File: config.mk
export PLATFORM = sky130hd
export DESIGN_NAME = mem_arbiter
export DESIGN_NICKNAME = d
export VERILOG_FILES = /design/src/rtl/mem_arbiter.sv
export SDC_FILE = /design/constraint.sdc
export NUM_CORES = 1
export LEC_CHECK = 0
export CORE_AREA = 2 2 546 548
export CTS_CLUSTER_DIAMETER = 80
export DETAILED_ROUTE_END_ITERATION = 12
export DIE_AREA = 0 0 548 550
export GPL_TIMING_DRIVEN = 0
export PLACE_DENSITY = 0.3
export SLEW_MARGIN = 0
export SYNTH_ARGS = -nofsm -noshare
export SYNTH_HDL_FRONTEND = slang
export SYNTH_SLANG_ARGS = --single-unit
File: constraint.sdc
create_clock -name clk -period 1.9 [get_ports clk]
set_clock_uncertainty 0.2 [all_clocks]
set_input_delay 0.285 -clock clk [delete_from_list [all_inputs] [get_ports clk]]
set_output_delay 0.285 -clock clk [all_outputs]
set_load 0.01 [all_outputs]
File: src/rtl/mem_arbiter.sv
// Two-requester (instruction / data cache) arbiter onto one shared physical memory port.
// Optional round-robin tie-break when both request together: define MEM_ARB_RR_EN (default: data always wins).
module mem_arbiter #(
    parameter int ADDR_W = 32,
    parameter int LINE_W = 256
) (
    input  logic              clk,
    input  logic              rst,
    input  logic              i_pmem_read,
    input  logic [ADDR_W-1:0] i_pmem_address,
    output logic [LINE_W-1:0] i_pmem_rdata,
    output logic              i_pmem_resp,
    input  logic              d_pmem_read,
    input  logic              d_pmem_write,
    input  logic [ADDR_W-1:0] d_pmem_address,
    input  logic [LINE_W-1:0] d_pmem_wdata,
    output logic [LINE_W-1:0] d_pmem_rdata,
    output logic              d_pmem_resp,
    output logic              pmem_read,
    output logic              pmem_write,
    output logic [ADDR_W-1:0] pmem_address,
    output logic [LINE_W-1:0] pmem_wdata,
    input  logic [LINE_W-1:0] pmem_rdata,
    input  logic              pmem_resp
);

    typedef enum logic [1:0] {
        S_IDLE,
        S_I_BUSY,
        S_D_BUSY,
        S_DONE
    } state_t;

    state_t            r_state;
    state_t            w_state_next;
    logic              r_owner_d;
    logic              r_pmem_read;
    logic              r_pmem_write;
    logic [ADDR_W-1:0] r_pmem_address;
    logic [LINE_W-1:0] r_pmem_wdata;
    logic [LINE_W-1:0] r_i_rdata;
    logic [LINE_W-1:0] r_d_rdata;
    logic              w_i_req;
    logic              w_d_req;
    logic              w_grant_d;

`ifdef MEM_ARB_RR_EN
    logic              r_last_d;
`endif

    assign w_i_req = i_pmem_read;
    assign w_d_req = d_pmem_read | d_pmem_write;

    always_comb begin
        w_grant_d = w_d_req;
        if (w_d_req && w_i_req) begin
`ifdef MEM_ARB_RR_EN
            w_grant_d = ~r_last_d;
`else
            w_grant_d = 1'b1;
`endif
        end
    end

    always_ff @(posedge clk or negedge rst) begin
        if (!rst) begin
            r_state <= S_IDLE;
        end else begin
            r_state <= w_state_next;
        end
    end

    always_comb begin
        w_state_next = r_state;
        case (r_state)
            S_IDLE: begin
                if (w_i_req || w_d_req) begin
                    w_state_next = w_grant_d ? S_D_BUSY : S_I_BUSY;
                end
            end
            S_I_BUSY, S_D_BUSY: begin
                if (pmem_resp) begin
                    w_state_next = S_DONE;
                end
            end
            default: w_state_next = S_IDLE;
        endcase
    end

    // Command, address and write line are captured once at grant; a simultaneous
    // read+write from the data cache is issued as a writeback.
    always_ff @(posedge clk or negedge rst) begin
        if (!rst) begin
            r_owner_d      <= 1'b0;
            r_pmem_read    <= 1'b0;
            r_pmem_write   <= 1'b0;
            r_pmem_address <= '0;
            r_pmem_wdata   <= '0;
            r_i_rdata      <= '0;
            r_d_rdata      <= '0;
`ifdef MEM_ARB_RR_EN
            r_last_d       <= 1'b1;
`endif
        end else begin
            case (r_state)
                S_IDLE: begin
                    if (w_i_req || w_d_req) begin
                        r_owner_d      <= w_grant_d;
                        r_pmem_write   <= w_grant_d & d_pmem_write;
                        r_pmem_read    <= ~(w_grant_d & d_pmem_write);
                        r_pmem_address <= w_grant_d ? d_pmem_address : i_pmem_address;
                        r_pmem_wdata   <= w_grant_d ? d_pmem_wdata : '0;
`ifdef MEM_ARB_RR_EN
                        r_last_d       <= w_grant_d;
`endif
                    end
                end
                S_I_BUSY, S_D_BUSY: begin
                    if (pmem_resp) begin
                        r_pmem_read  <= 1'b0;
                        r_pmem_write <= 1'b0;
                        if (r_state == S_D_BUSY) begin
                            r_d_rdata <= pmem_rdata;
                        end else begin
                            r_i_rdata <= pmem_rdata;
                        end
                    end
                end
                default: ;
            endcase
        end
    end

    assign pmem_read    = r_pmem_read;
    assign pmem_write   = r_pmem_write;
    assign pmem_address = r_pmem_address;
    assign pmem_wdata   = r_pmem_wdata;
    assign i_pmem_rdata = r_i_rdata;
    assign d_pmem_rdata = r_d_rdata;
    assign i_pmem_resp  = (r_state == S_DONE) && !r_owner_d;
    assign d_pmem_resp  = (r_state == S_DONE) &&  r_owner_d;

endmodule
# After elaboration in Yosys (flattened, before gate mapping)
# Index checks and enable logic that the tools add are counted.
[word_totals]
regBits = 805
in_bits = 582
out_inout_bits = 804
word_cells = 42
[classes]
n_eq_ne = 5
mux = 12
bitwise_logic = 4
n_reduce_logical = 13
[ops]
columns = ["operator", "n"]
rows = [
  ["$mux W256", 1],
  ["$mux W32", 1],
  ["$reduce_and A3 Y1", 3],
  ["$mux W2", 3],
  ["$eq A2 B2 Y1 const B", 2],
  ["$mux W1", 4],
  ["$ne A2 B2 Y1 const B", 2],
  ["$pmux W1 S2", 2],
  ["$pmux W2 S2", 1],
  ["$reduce_and A2 Y1", 2],
  ["$logic_and A1 B1 Y1", 3],
  ["$eq A2 B1 Y1 const B", 1],
  ["$logic_not A2 Y1", 1],
  ["$not A1 Y1", 2],
  ["$reduce_bool A2 Y1", 1],
  ["$reduce_or A2 Y1", 1],
  ["$and A1 B1 Y1", 1],
  ["$logic_not A1 Y1", 1],
  ["$logic_or A1 B1 Y1", 1],
  ["$or A1 B1 Y1", 1],
]

# Longest topological paths before layout
[depth]
ltp_word = 7
mapped_depth = 7
depth_no_buf = 5

# Least setup slack after synthesis
# Ideal clock, no wire load.
[synth_timing]
path_kind = "register -> register"
from = "register r_state[0]"
to = "register r_i_rdata[215], in the netlist i_pmem_rdata[215]"
setup_time_ns = 0.125
t_arrival_ns = 1.628
required_time_ns = 1.575
setup_slack_ns = -0.053
path_stages_with_launch = 7
path_buffers = 2
synth_period_minus_slack_ns = 1.953
cell_sequence = "dfrtp_1 -> inv_1 -> ha_1 -> nand3b_1 -> buf_2 -> buf_2 -> mux2_2"
[synth_via]
elab_chain_cells = 3
elab_cells_between_ends = 5
classes_between = "eq/ne (2); bitwise (1); reduce/logical (2)"
[synth_lines]
columns = ["item", "line", "rtl"]
rows = [
  ["from (decl)", "34", "state_t r_state;"],
  ["from (signal assigned)", "69", "r_state <= w_state_next;"],
  ["$eq A2 B2 Y1 / $eq A2 B1 Y1 (equally long branches)", "105, 122", ""],
  ["$reduce_or A2 Y1 / $not A1 Y1 (equally long branches)", "-", ""],
  ["$reduce_and A3 Y1 (no line) (*)", "-", ""],
  ["to (signal assigned)", "125", "r_i_rdata <= pmem_rdata;"],
  ["to (decl)", "41", "logic [LINE_W-1:0] r_i_rdata;"],
]
# Mark *: on every way between the ends. The rest lies on a longest branch, timed or not.
# A chain may end at the register's enable or synchronous reset.

# Final worst setup path
[layout_timing]
from = "register r_state[0]"
to = "register r_i_rdata[188], in the netlist i_pmem_rdata[188]"
# The elaborated chain is that of the path after synthesis.

==> summary.txt <==
status = complete, but fails checks
failing checks = negative hold slack, negative setup slack
CTS Buf Count = 118
Least-Margin Pin Slew = 0.745 ns
Syn Area/Cell = 16.3 µm²
Final Util = 19.6%
Cell Rows = 200
min Tclk post-route = 2.24 ns
Peak VDD IR = 0.000791 V
synth unique cells = 23
final setup fails = 1407
GR Util All Layers = 13.6%
dpl cells = 7151
Synth warnings = 0
EDFF count, synth = 0
critical path endpoint category = flip-flop
first-pass GRT wire length = 275 mm
wl on met1 = 83.3 mm
routed wl met2 = 102 mm
Max Buffers Root-to-Sink = 4
die extent in x = 548 µm
die area = 0.301 mm²
Achievable Freq = 447 MHz
gpl congestion = 0.853
wire per inst = 26.4 µm
CTS tree = built
non-filler instance count after layout = 7996
leading area contributor after synthesis = dfrtp_1
Mapped Nets = 2403
routed via count = 25173
top-area cell type share of the netlist area = 68.0%
CTS root buffer = clkbuf_16
CP arrival = 2.76 ns
Min Hold Slack = -0.837 ns
routed wl met3 = 20.0 mm
FILL cells = 32370
Reg area = 0.0202 mm²
Area contributors post-synth = dfrtp_1, mux2_2, a22o_1, buf_2, mux2i_1
crit share post-route = 118%
layout cells sized above 1 = 26.5%
clock latency at the later pin of the worst-skew pair = 0.84 ns
CTS sink count = 805
DRC viols = 0
Post-synth ARST share = 100%
crit path kind = reg2reg
Highest Signal Layer = met5
Final WS setup = -0.340 ns
1st-iter DRT viols = 830
crit start category = flip-flop
boundary pin count = 1386
Worst Path Required = 2.42 ns
Hold/Removal Path Class = in2async
Final HPWL DP = 173 mm
gr ovfl total = 0
#FFs+latches synth = 805
vias in the first global route = 27423
CTS Hold Bufs = 548
pin count of the biggest net entering global routing = 104
most instantiated cells after synthesis = dfrtp_1, mux2_2, a22o_1
Vias/cell = 3.15
Slew Limit Headroom = 48.9%
Seq/Total Area, Yosys = 68.0%
final net count = 4500
Max Slew Vio Count = 0
H-tree Lvls = 3
Syn Inst Count = 1818
core area = 0.296 mm²
CP max FO = 6
overall routed net length = 211 mm
RSZ-0062 raised after global routing = true
Initial DRT Pass Iterations = 5
dpl cell area = 0.0487 mm²
Mapped Area = 0.0296 mm²
clock transition at the registers of the reported paths = 0.06 ns
Max Cap Viol = 0
pwr dens = 1700 mW/mm²
die boundary height = 550 µm
most frequent cell after synthesis = dfrtp_1
Multi-input gate area = 0.00884 mm²
fin area = 0.0579 mm²
worst reg-to-reg setup slack = -0.34 ns
Post-synth top flop = dfrtp_1
Area growth syn-to-layout = 95.7%
Initial Util = 10.0%
Lkg Pwr = 0.0250 µW
I/O Buffers = 1385
antenna violations before repair = 133
Routed Antenna Nets = 0
Hold Fails Final Rpt = 331
==> area by class of cell <==
type | count | area share, %
Clock inverter | 31 | 0.626
Tap cell | 3939 | 8.51
Inverter | 4 | 0.0259
Buffer | 123 | 2.20
Multi-Input combinational cell | 886 | 15.3
Antenna cell | 57 | 0.246
Clock buffer | 174 | 5.96
Sequential cell | 805 | 34.8
Timing Repair Buffer | 1977 | 32.3
==> worst max-delay path, stage by stage (launching register included) <==
cell and delay, ns:
dfrtp_1 0.39, inv_2 0.10, ha_4 0.23, nand3b_1 0.10
buf_6 0.13, buf_12 0.14, buf_16 0.16, bufbuf_16 0.28
mux2_2 0.32
==> registers in the layout, summed over array words and instances (netlist names) <==
| register | count |
|---|---|
| r_state | 2 |
| i_pmem_rdata | 256 |
| pmem_write | 1 |
| pmem_address | 32 |
| r_owner_d | 1 |
| pmem_read | 1 |
| d_pmem_rdata | 256 |
| pmem_wdata | 256 |
==> worst paths after layout <==
path,start,end,depth (start not counted)
min in group clk,d_pmem_wdata[49],pmem_wdata[49],2
worst min register to register,pmem_address[4],pmem_address[4],2
worst min-delay path,rst,i_pmem_rdata[239],1
worst max-delay path,r_state[0],i_pmem_rdata[188],8
worst max register to register,r_state[0],i_pmem_rdata[188],8
max in group asynchronous,rst,pmem_wdata[78],5
==> layer usage <==
metal	vias to the layer above	track usage, %
li1	10999	-
met1	12629	15.4
met2	1134	23.5
met3	327	5.76
met4	84	2.93
met5	-	0
==> cell families (layout without fill, tap and decap cells) <==
group	after synthesis	after routing	share of synthesized area [%]
AO/OA/AOI/OAI	297	297	8.41
adder cells (fa/ha/maj)	3	3	0.127
buffers and inverters	127	2309	2.20
flip-flops	805	805	68.0
multiplexers	548	548	20.7
other	0	57	0
AND/OR/NAND/NOR	38	38	0.533
==> cells in the final DEF, fill, tap and decap left out, types with 9 or more instances in the layout <==
master,n
dfrtp_1,774
dlygate4sd2_1,620
clkdlybuf4s50_1,597
dlygate4sd3_1,548
mux2_2,512
a22o_1,257
clkbuf_16,123
clkbuf_2,87
buf_2,65
diode_2,57
buf_4,57
buf_6,50
mux2i_1,36
nand2_1,32
o21ai_0,32
dfrtp_2,31
clkbuf_8,29
clkbuf_1,28
buf_12,22
buf_16,15
clkdlybuf4s15_2,12
clkinv_2,9
==> power breakdown <==
group          internal [µW]  switching [µW]
sequential             25900            5370
combinational          21700           23400
clock                  12900            9100
total                  60500           37900
==> through the flow <==
stage	power, µW	setup TNS (ns)	setup slack (ns)	hold slack, ns
after floorplan	48100	-1.96	-0.0105	-0.211
after global placement	80400	-	-43.03	0.270
after detailed placement	80300	-1162.07	-1.85	0.0525
after CTS	101000	-455.40	-0.435	-0.918
after global routing	104000	-366.37	-0.447	-0.867
final	98400	-199.76	-0.340	-0.837
==> repair_timing <==
action	CTS	global route
buffers inserted	9	20
pin swaps	3	0
gates cloned	3	4
setup endpoints to repair	1661	1710
endpoints found under the hold margin	1121	303
resized for setup	1039	341
No activity file was read; power rests on OpenSTA's default activity.
